--- src/rtl/weight_load_ctrl_if.sv ---
`default_nettype none
// ---------------------------------------------------------------------------
// | Interface : weight_load_ctrl_if                                         |
// | Purpose   : Weight-word stream between the AXI-side source and the      |
// |             weight_load_ctrl sequencer (valid/ready handshake).         |
// | Signals   : s_valid  source -> sequencer, word valid                    |
// |             s_data   source -> sequencer, 32-bit weight word            |
// |             s_ready  sequencer -> source, word accepted when both high  |
// | Modports  : master = stream source, slave = weight_load_ctrl            |
// | Revision  : 1.0  initial release                                        |
// ---------------------------------------------------------------------------
interface weight_load_ctrl_if;
  logic        s_valid;
  logic        s_ready;
  logic [31:0] s_data;

  modport master (output s_valid, output s_data, input  s_ready);
  modport slave  (input  s_valid, input  s_data, output s_ready);
endinterface
`default_nettype wire

--- src/rtl/weight_load_ctrl.sv ---
`default_nettype none
// ---------------------------------------------------------------------------
// | Module    : weight_load_ctrl                                            |
// | Purpose   : Fills the weight_array column buffers column-major from a   |
// |             32-bit word stream (one-hot fifo_en), then drains them with |
// |             a diagonally skewed out_en pattern for systolic feed.       |
// | Ports     : clk, nrst (synchronous, active-high)                        |
// |             start / words_per_col : begin a load job                    |
// |             s (slave modport)     : weight-word stream                  |
// |             weight_in / fifo_en   : registered word + buffer write en   |
// |             rd_start / out_en     : begin drain + skewed read enables   |
// |             busy, load_done, done, cfg_err : status                     |
// |             stall_cnt (only with WLC_STALL_CNT_EN defined) : count of   |
// |             LOAD cycles with s_valid low, saturating                    |
// | Option    : `define WLC_STALL_CNT_EN to add the stall_cnt output        |
// | Revision  : 1.0  initial release                                        |
// ---------------------------------------------------------------------------
module weight_load_ctrl #(
  parameter int COL   = 32,
  parameter int DEPTH = 16,
  // Derived from DEPTH; leave at its default.
  parameter int WPC_W = $clog2(DEPTH + 1)
) (
  input  logic                 clk,
  input  logic                 nrst,
  input  logic                 start,
  input  logic [WPC_W-1:0]     words_per_col,
  weight_load_ctrl_if.slave    s,
  output logic [31:0]          weight_in,
  output logic [COL-1:0]       fifo_en,
  input  logic                 rd_start,
  output logic [COL-1:0]       out_en,
  output logic                 busy,
  output logic                 load_done,
  output logic                 done,
`ifdef WLC_STALL_CNT_EN
  output logic [15:0]          stall_cnt,
`endif
  output logic                 cfg_err
);

  localparam int COL_W = (COL > 1) ? $clog2(COL) : 1;
  // Drain counter must reach COL+DEPTH-2.
  localparam int T_W   = $clog2(COL + DEPTH);

  localparam logic [WPC_W-1:0] C_DEPTH    = WPC_W'(DEPTH);
  localparam logic [COL_W-1:0] C_COL_LAST = COL_W'(COL - 1);

  typedef enum logic [1:0] {
    ST_IDLE   = 2'd0,
    ST_LOAD   = 2'd1,
    ST_LOADED = 2'd2,
    ST_DRAIN  = 2'd3
  } state_t;

  state_t           state_q;
  logic [WPC_W-1:0] wpc_q;
  logic [WPC_W-1:0] word_q;
  logic [COL_W-1:0] col_q;
  logic [T_W-1:0]   t_q;
  logic [31:0]      weight_in_q;
  logic [COL-1:0]   fifo_en_q;
  logic [COL-1:0]   out_en_q;
  logic             s_ready_q;
  logic             busy_q;
  logic             load_done_q;
  logic             done_q;
  logic             cfg_err_q;
`ifdef WLC_STALL_CNT_EN
  logic [15:0]      stall_q;
`endif

  logic [T_W-1:0]   t_d;
  logic [T_W-1:0]   t_last;
  logic [COL-1:0]   out_en_d;
  logic             wpc_bad;
  logic             hs;

  assign wpc_bad = (words_per_col == '0) || (words_per_col > C_DEPTH);
  assign hs      = s.s_valid && s_ready_q;
  assign t_last  = T_W'(COL - 2) + T_W'(wpc_q);

  // out_en is registered, so it is computed for the drain step about to
  // start: step 0 when leaving LOADED, otherwise the step after t_q.
  always_comb begin
    t_d      = (state_q == ST_LOADED) ? '0 : t_q + 1'b1;
    out_en_d = '0;
    for (int i = 0; i < COL; i++) begin
      out_en_d[i] = (int'(t_d) >= i) && (int'(t_d) < i + int'(wpc_q));
    end
  end

  always_ff @(posedge clk) begin
    if (nrst) begin
      state_q     <= ST_IDLE;
      wpc_q       <= '0;
      word_q      <= '0;
      col_q       <= '0;
      t_q         <= '0;
      weight_in_q <= '0;
      fifo_en_q   <= '0;
      out_en_q    <= '0;
      s_ready_q   <= 1'b0;
      busy_q      <= 1'b0;
      load_done_q <= 1'b0;
      done_q      <= 1'b0;
      cfg_err_q   <= 1'b0;
`ifdef WLC_STALL_CNT_EN
      stall_q     <= '0;
`endif
    end else begin
      fifo_en_q <= '0;
      done_q    <= 1'b0;
      cfg_err_q <= 1'b0;
      case (state_q)
        ST_IDLE: begin
          if (start) begin
            if (wpc_bad) begin
              cfg_err_q <= 1'b1;
            end else begin
              wpc_q     <= words_per_col;
              word_q    <= '0;
              col_q     <= '0;
              s_ready_q <= 1'b1;
              busy_q    <= 1'b1;
              state_q   <= ST_LOAD;
`ifdef WLC_STALL_CNT_EN
              stall_q   <= '0;
`endif
            end
          end
        end
        ST_LOAD: begin
`ifdef WLC_STALL_CNT_EN
          if (!s.s_valid && (stall_q != 16'hFFFF)) stall_q <= stall_q + 16'd1;
`endif
          if (hs) begin
            weight_in_q        <= s.s_data;
            fifo_en_q[col_q]   <= 1'b1;
            if (word_q == wpc_q - 1'b1) begin
              word_q <= '0;
              if (col_q == C_COL_LAST) begin
                // Final word: ready drops next cycle so nothing more is taken.
                s_ready_q   <= 1'b0;
                load_done_q <= 1'b1;
                state_q     <= ST_LOADED;
              end else begin
                col_q <= col_q + 1'b1;
              end
            end else begin
              word_q <= word_q + 1'b1;
            end
          end
        end
        ST_LOADED: begin
          if (rd_start) begin
            load_done_q <= 1'b0;
            t_q         <= '0;
            out_en_q    <= out_en_d;
            state_q     <= ST_DRAIN;
          end
        end
        ST_DRAIN: begin
          if (t_q == t_last) begin
            out_en_q <= '0;
            done_q   <= 1'b1;
            busy_q   <= 1'b0;
            state_q  <= ST_IDLE;
          end else begin
            t_q      <= t_d;
            out_en_q <= out_en_d;
          end
        end
        default: state_q <= ST_IDLE;
      endcase
    end
  end

  assign s.s_ready = s_ready_q;
  assign weight_in = weight_in_q;
  assign fifo_en   = fifo_en_q;
  assign out_en    = out_en_q;
  assign busy      = busy_q;
  assign load_done = load_done_q;
  assign done      = done_q;
  assign cfg_err   = cfg_err_q;
`ifdef WLC_STALL_CNT_EN
  assign stall_cnt = stall_q;
`endif

endmodule
`default_nettype wire

--- src/flat_wrapper.sv ---
// flat-port wrapper written by rule: the top's interface ports become plain ports
module weight_load_ctrl_flat 
#(
  parameter int COL   = 32,
  parameter int DEPTH = 16,
                                              
  parameter int WPC_W = $clog2(DEPTH + 1)
)
  (clk, nrst, start, words_per_col, weight_in, fifo_en, rd_start, out_en, busy, load_done, done, cfg_err, s_s_valid, s_s_data, s_s_ready);
  weight_load_ctrl_if s_i ();
  input  logic clk;
  input  logic nrst;
  input  logic start;
  input  logic [WPC_W-1:0] words_per_col;
  output logic [31:0] weight_in;
  output logic [COL-1:0] fifo_en;
  input  logic rd_start;
  output logic [COL-1:0] out_en;
  output logic busy;
  output logic load_done;
  output logic done;
  output logic cfg_err;
  input wire logic [$bits(s_i.s_valid)-1:0] s_s_valid;
  input wire logic [$bits(s_i.s_data)-1:0] s_s_data;
  output wire logic [$bits(s_i.s_ready)-1:0] s_s_ready;
  assign s_i.s_valid = s_s_valid;
  assign s_i.s_data = s_s_data;
  assign s_s_ready = s_i.s_ready;
  weight_load_ctrl #(.COL(COL), .DEPTH(DEPTH), .WPC_W(WPC_W)) u_core (.clk(clk), .nrst(nrst), .start(start), .words_per_col(words_per_col), .s(s_i), .weight_in(weight_in), .fifo_en(fifo_en), .rd_start(rd_start), .out_en(out_en), .busy(busy), .load_done(load_done), .done(done), .cfg_err(cfg_err));
endmodule
--- config.mk ---
export PLATFORM = sky130hd
export DESIGN_NAME = weight_load_ctrl_flat
export DESIGN_NICKNAME = d
export VERILOG_FILES = /design/src/rtl/weight_load_ctrl_if.sv /design/src/rtl/weight_load_ctrl.sv /design/src/flat_wrapper.sv
export SDC_FILE = /design/constraint.sdc
export NUM_CORES = 1
export LEC_CHECK = 0
export BUFFER_PORTS_ARGS = -buffer_cell sky130_fd_sc_hd__buf_2
export CAP_MARGIN = 20
export CORE_MARGIN = 1.5
export CORE_UTILIZATION = 55
export DETAILED_ROUTE_END_ITERATION = 8
export PLACE_DENSITY = 0.9
export SLEW_MARGIN = 10
export SYNTH_ARGS = -nofsm -noshare
export SYNTH_HDL_FRONTEND = slang
export SYNTH_SLANG_ARGS = --single-unit
--- constraint.sdc ---
create_clock -name clk -period 8.2 [get_ports clk]
set_input_delay 0.41 -clock clk [delete_from_list [all_inputs] [get_ports clk]]
set_output_delay 0.41 -clock clk [all_outputs]
set_load 0.01 [all_outputs]
* Word level (Yosys, flattened, before mapping)
Cells that the tools add are included.
** Cells by class
- $add $sub $neg :: 36
- $lt $le $gt $ge :: 66
- Eq/ne operators :: 15
- Multiplexer cells :: 41
- Bitwise logic cells :: 6
- Reductions and logical operators :: 53
** Operators with widths (number)
- $lt 7x32->1 :: 31
- $add 5x5->6 const A :: 17
- $ge 6x5->1 const B :: 16
- $mux 32 :: 2
- $pmux 32 s2 :: 1
- $add 4x5->6 const A :: 8
- $ge 6x4->1 const B :: 8
- $mux 5 :: 7
- $logic_and 1x1->1 :: 33
- $add 3x5->6 const A :: 4
- $ge 6x3->1 const B :: 4
- $pmux 5 s2 :: 2
- $mux 6 :: 3
- $mux 2 :: 7
- $mux 1 :: 13
- $add 2x5->6 const A :: 2
- $ge 6x2->1 const B :: 2
- $pmux 6 s2 :: 1
- $reduce_and 6->1 :: 2
- $add 5x1->5 const B :: 2
- $ne 2x2->1 const B :: 5
- $ne 2x1->1 const B :: 4
- $pmux 2 s4 :: 1
- $reduce_and 4->1 :: 2
- other kinds (26) :: 40
** Storage, ports and cells
- Bits in registers :: 124
- Input port bits :: 42
- Output and inout bits :: 101

* Longest topological paths before layout
- Word-level depth :: 6
- Gate-level depth with buffers :: 13

* Worst setup path after synthesis
OpenSTA, ideal clock, no wires.
- Kind :: register -> register
- From :: reg u_core.state_q[0]
- To :: reg u_core.out_en_q[28] (netlist: u_core.out_en[28])
- Setup time :: 0.058 ns
- Arrival time :: 3.287 ns
- Data required time :: 8.142 ns
- Slack :: 4.855 ns
- Stages on the path, launching flop included :: 12
- Path buffers :: 2
- Period minus slack after synthesis :: 3.345 ns
- Cells stage by stage :: dfxtp_1 > inv_1 > ha_1 > buf_2 > buf_1 > nor2_1 > ha_1 > nor2b_1 > a221o_1 > maj3_2 > a2111oi_0 > a21o_1
** On the way
- Cells in the longest elaborated chain, start to end :: 6
- Elaborated cells on any way between the ends :: 12
- Those cells by class :: order compare (2); eq/ne (3); mux (4); reduce/logical (3)
** RTL lines
- from (decl) :: line weight_load_ctrl.sv:56 : state_t state_q;
- from (signal assigned) :: line weight_load_ctrl.sv:95 : state_q <= ST_IDLE;
- from (signal assigned) :: line weight_load_ctrl.sv:126 : state_q <= ST_LOAD;
- from (signal assigned) :: line weight_load_ctrl.sv:146 : state_q <= ST_LOADED;
- $eq 2x2->1 :: line weight_load_ctrl.sv:86, weight_load_ctrl.sv:115
- $mux 6 :: line weight_load_ctrl.sv:86 : t_d = (state_q == ST_LOADED) ? '0 : t_q + 1'b1;
- $lt 7x32->1 or $ge 6x5->1 (tied branches) :: line weight_load_ctrl.sv:89 : out_en_d[i] = (int'(t_d) >= i) && (int'(t_d) < i + int'(wpc_q));
- $logic_and 1x1->1 :: line weight_load_ctrl.sv:89
- $mux 32, on equally long branches :: line weight_load_ctrl.sv:164, weight_load_ctrl.sv:156
- $pmux 32 s2 :: line weight_load_ctrl.sv:115 : case (state_q)
- to (signal assigned) :: line weight_load_ctrl.sv:159 : out_en_q <= out_en_d;
- to (signal assigned) :: line weight_load_ctrl.sv:171 : out_en_q <= out_en_d;
- to (decl) :: line weight_load_ctrl.sv:63 : logic [COL-1:0] out_en_q;
Several ways; a longest one is shown, not always the timed one. The select of a mux whose other input is x is not followed.
A chain may end at the register's enable or synchronous reset.

* Worst setup path after layout
- From :: reg u_core.wpc_q[2]
- To :: reg u_core.out_en_q[23] (netlist: u_core.out_en[23])
** On the way
- Cells in the longest elaborated chain, start to end :: 5
- Elaborated cells on any way between the ends :: 8
- Those cells by class :: add/sub (2); order compare (1); eq/ne (1); mux (3); reduce/logical (1)
** RTL lines
- from (decl) :: line weight_load_ctrl.sv:57 : logic [WPC_W-1:0] wpc_q;
- from (signal assigned) :: line weight_load_ctrl.sv:121 : wpc_q <= words_per_col;
- $add 5x5->6 :: line weight_load_ctrl.sv:89
- $lt 7x32->1 :: line weight_load_ctrl.sv:89
- $logic_and 1x1->1 :: line weight_load_ctrl.sv:89
- $mux 32, on equally long branches :: line weight_load_ctrl.sv:164, weight_load_ctrl.sv:156
- $pmux 32 s2 * :: line weight_load_ctrl.sv:115
Mark *: on every way between the ends. The rest lies on a longest branch, timed or not. The select of a mux whose other input is x is not followed.

==> flow_summary.yaml <==
setup_path:
  path_cells: "inv_1 > ha_1 > a21boi_1 > xnor2_1 > inv_1 > ha_1 > a21o_1 > a31o_2 > maj3_1 > a2111oi_0 > a21o_1"
  worst-endpoint-required_ns: 8.57
  r2r_slack_ns: 4.42
  end_kind: "register"
  cp-startpoint: "u_core.wpc_q[2]"
  reg2reg_to: "u_core.out_en[23]"
  timing.rr.start: "u_core.wpc_q[2]"
  r2r_cells: 11
  crit_end: "u_core.out_en[23]"
  worst_path_max_delay_cell: "dfxtp_1"
  path_buf_inv: 2
  start_kind: "register"
  cp.depth: 11
  crit_type: "register to register"
  critPathTopFamily: "compound AO/OA/AOI/OAI gates"
  crit_path_max_incr_delay_ns: 0.78
  cp_max_fo: 15
  crit_arrival_ns: 4.15
clock_tree:
  cts_htree_levels: 4
  clock_path_buffers: 2
  postCtsResizedCells: 0
  cts-root-buf: "clkbuf_16"
  cts_tree: "built"
  postCtsHoldBufs: 0
  cts_buffers: 17
  insertion_delay_ns: 0.43
  cts.clk_slew.worst_paths_ns: 0.06
  postCtsSetupBuffers: 0
  cts.sinks: 124
flow_run:
  max-cap-violations: 0
route:
  drt-total-wl_um: 22330
  drc_errors: 0
  drt_pre_antenna_iters: 6
  post_drt_via_cell_ratio: 6.101
  route.vias.total: 7553
  ant_nets: 0
  dr.first_iter.drc_count: 871
  avgRoutedWirePerCell_um: 18.04
die:
  ios: 143
  die_area_um2: 14730
  rows: 43
  initial_core_util_pct: 55.93
  fp.dieH_um: 121.4
  core_area_um2: 13770
  die_w_um: 121.4
layout:
  diodes: 0
  final_util_pct: 66.12
  nets: 1178
  synthToLayoutAreaGrowth_pct: 18.22
  layout-drive-gt1-share_pct: 19.28
sta:
  finalSetupTns_ns: 0
  tightest_slew_ns: 1.097
  hold_viol_final: 0
  rsz0062_at_grt: "no"
  timing.final.crit_share_pct: 46.08
  finalClockSkew_ns: 0.008640
  maxSlewViolCount: 0
  relSlewSlack_pct: 26.34
  timing.final.crit_period_ns: 3.778
  fmax_mhz: 264.7
  setup_violations: 0
synth:
  syn-num-nets: 1054
  synth_top_area_share_pct: 32.22
  synth_top_family_by_area: "compound AO/OA/AOI/OAI gates"
  ys_types: 78
  synth-xor-area-share_pct: 7.991
  synth_mux_area_share_pct: 1.348
  yosys.area_share.simple_pct: 17.90
  async_flop_share_pct: 0
  syn_inst: 922
  synth_area_um2: 7704
  synth_largest_area_cell: "dfxtp_1"
  synth_edf_count: 0
  ys_warn_count: 0
  syn_area_per_cell_um2: 8.355
  yosys-top-cells-area: "dfxtp_1 (32%), ha_1 (15%), nand2_1 (6.4%)"
  synth-seq-cells: 124
  synthAdderAreaFrac_pct: 15.93
  synthFlopType: "dfxtp_1"
  synth_compound_area_share_pct: 19.72
  synth-seq-area-share_pct: 32.22
global_routing:
  gr-total-overflow: 0
  track_usage_pct: 30.45
  grt_pass1_wl_um: 35300
  antenna_found_initial: 0
  grt_max_degree: 61
  grt_pass1_vias: 7116
outcome:
  status: "finished clean"
power_and_ir_drop:
  vdd_drop_max_v: 0.0001642
  p_per_area_nw_per_um2: 212.9
  p_leak_nw: 4.110
placement:
  dp_hpwl_um: 15930
  place_congestion: 0.9983
  portBuffers: 142
worst_hold_path:
  hp-class: "input pin to register"
  whs_path_depth: 3
## synthesized netlist by cell type, drive strengths merged, types with 3 or more instances
cell     instances
a221oi           4
a22o             6
or3              7
o31ai            5
a21oi           95
o211ai           3
a211oi           7
and2             3
a21o            13
o21ai           22
a31oi            9
nand4            5
clkbuf          27
xnor2           43
a21boi           3
xnor3            4
nor3             9
a32o            16
a2111oi          6
nand2          133
mux2i           10
a211o            3
nand3           28
nor3b            3
nor2b           12
maj3            10
nand2b           4
xor2            17
o22ai            3
buf             21
a32oi            3
nor4             3
o41ai            5
inv             40
nor2            91
ha              90
a311oi           5
and3             5
dfxtp          124
## final cells by class
cell class,count,area (um^2)
fill,1068,4666
tap,180,225.2
clock buffer,19,452.9
inverter,41,153.9
timing repair buffer,153,805.8
sequential,124,2482
clock inverter,12,138.9
multi-input combinational,709,4848
## worst min-delay path: cells and delay by family
family / cells / cell delay, ns
AO/OA/AOI/OAI: 1 / 0.05
buffers and inverters: 1 / 0.09
AND/OR/NAND/NOR: 1 / 0.04
## logic make-up (layout without fill, tap and decap cells)
logic type                 count (synthesis)  after routing
AOI/OAI and AO/OA                        224            224
xor gates and xnor gates                  64             64
adders and majority gates                100            100
buffers and inverters                     89            225
DFF                                      124            124
muxes                                     10             10
and+or+nand+nor                          311            311
## report_power, final
part	internal, W	switching [W]
sequential	0.000625	0.0000305
clock	0.000464	0.000292
combinational	0.000192	0.000336
total	0.00128	0.000658
## state kept, by name, summed over array words and instances, names as in the netlist
| name | flops |
|---|---|
| u_core.t_q | 6 |
| u_core.out_en | 32 |
| u_core.col_q | 5 |
| u_core.busy | 1 |
| u_core.word_q | 5 |
| u_core.s.s_ready | 1 |
| u_core.fifo_en | 32 |
| u_core.load_done | 1 |
| u_core.weight_in | 32 |
| u_core.done | 1 |
| u_core.state_q | 2 |
| u_core.cfg_err | 1 |
| u_core.wpc_q | 5 |
## layout by cell type, fill, tap and decap left out, types with 21 or more instances in the layout
cell / n
a21oi_1: 95
buf_2: 143
dfxtp_1: 124
ha_1: 90
inv_1: 38
nand2_1: 132
nand3_1: 28
nor2_1: 90
o21ai_0: 21
xnor2_1: 43
## routing by layer
layer / vias up / track usage (%) / share of wire [%]
li1: 3496 / - / -
met1: 3490 / 36.93 / 38
met2: 477 / 49.08 / 47
met3: 90 / 8.459 / 11
met4: 0 / 15.81 / 4.2
met5: - / 0 / 0
## per-stage QoR
step                      hold slack (ns)  cells  worst slack [ns]  instance area, um^2  power [W]
after floorplan                    0.4677    922             4.855                 7704   0.001032
after global placement             0.4342   1204             4.696                 8481   0.001148
after detailed placement           0.4367   1205             4.582                 8486   0.001166
after CTS                          0.2141   1236             4.514                 9077   0.001920
after global routing               0.2138   1238             4.197                 9107   0.002017
final                              0.2153   1238             4.422                 9107   0.001939
## worst min path at each step
stage                     slack (ns)              endpoint               from
final                           0.22  u_core.weight_in[23]       s_s_data[23]
after global placement          0.43      u_core.out_en[0]   u_core.out_en[0]
after global routing            0.21   u_core.weight_in[3]        s_s_data[3]
after CTS                       0.21   u_core.weight_in[3]        s_s_data[3]
after floorplan                 0.47     u_core.state_q[1]  u_core.state_q[1]
after detailed placement        0.44      u_core.out_en[0]   u_core.out_en[0]
(Power assumes the default switching activity.)
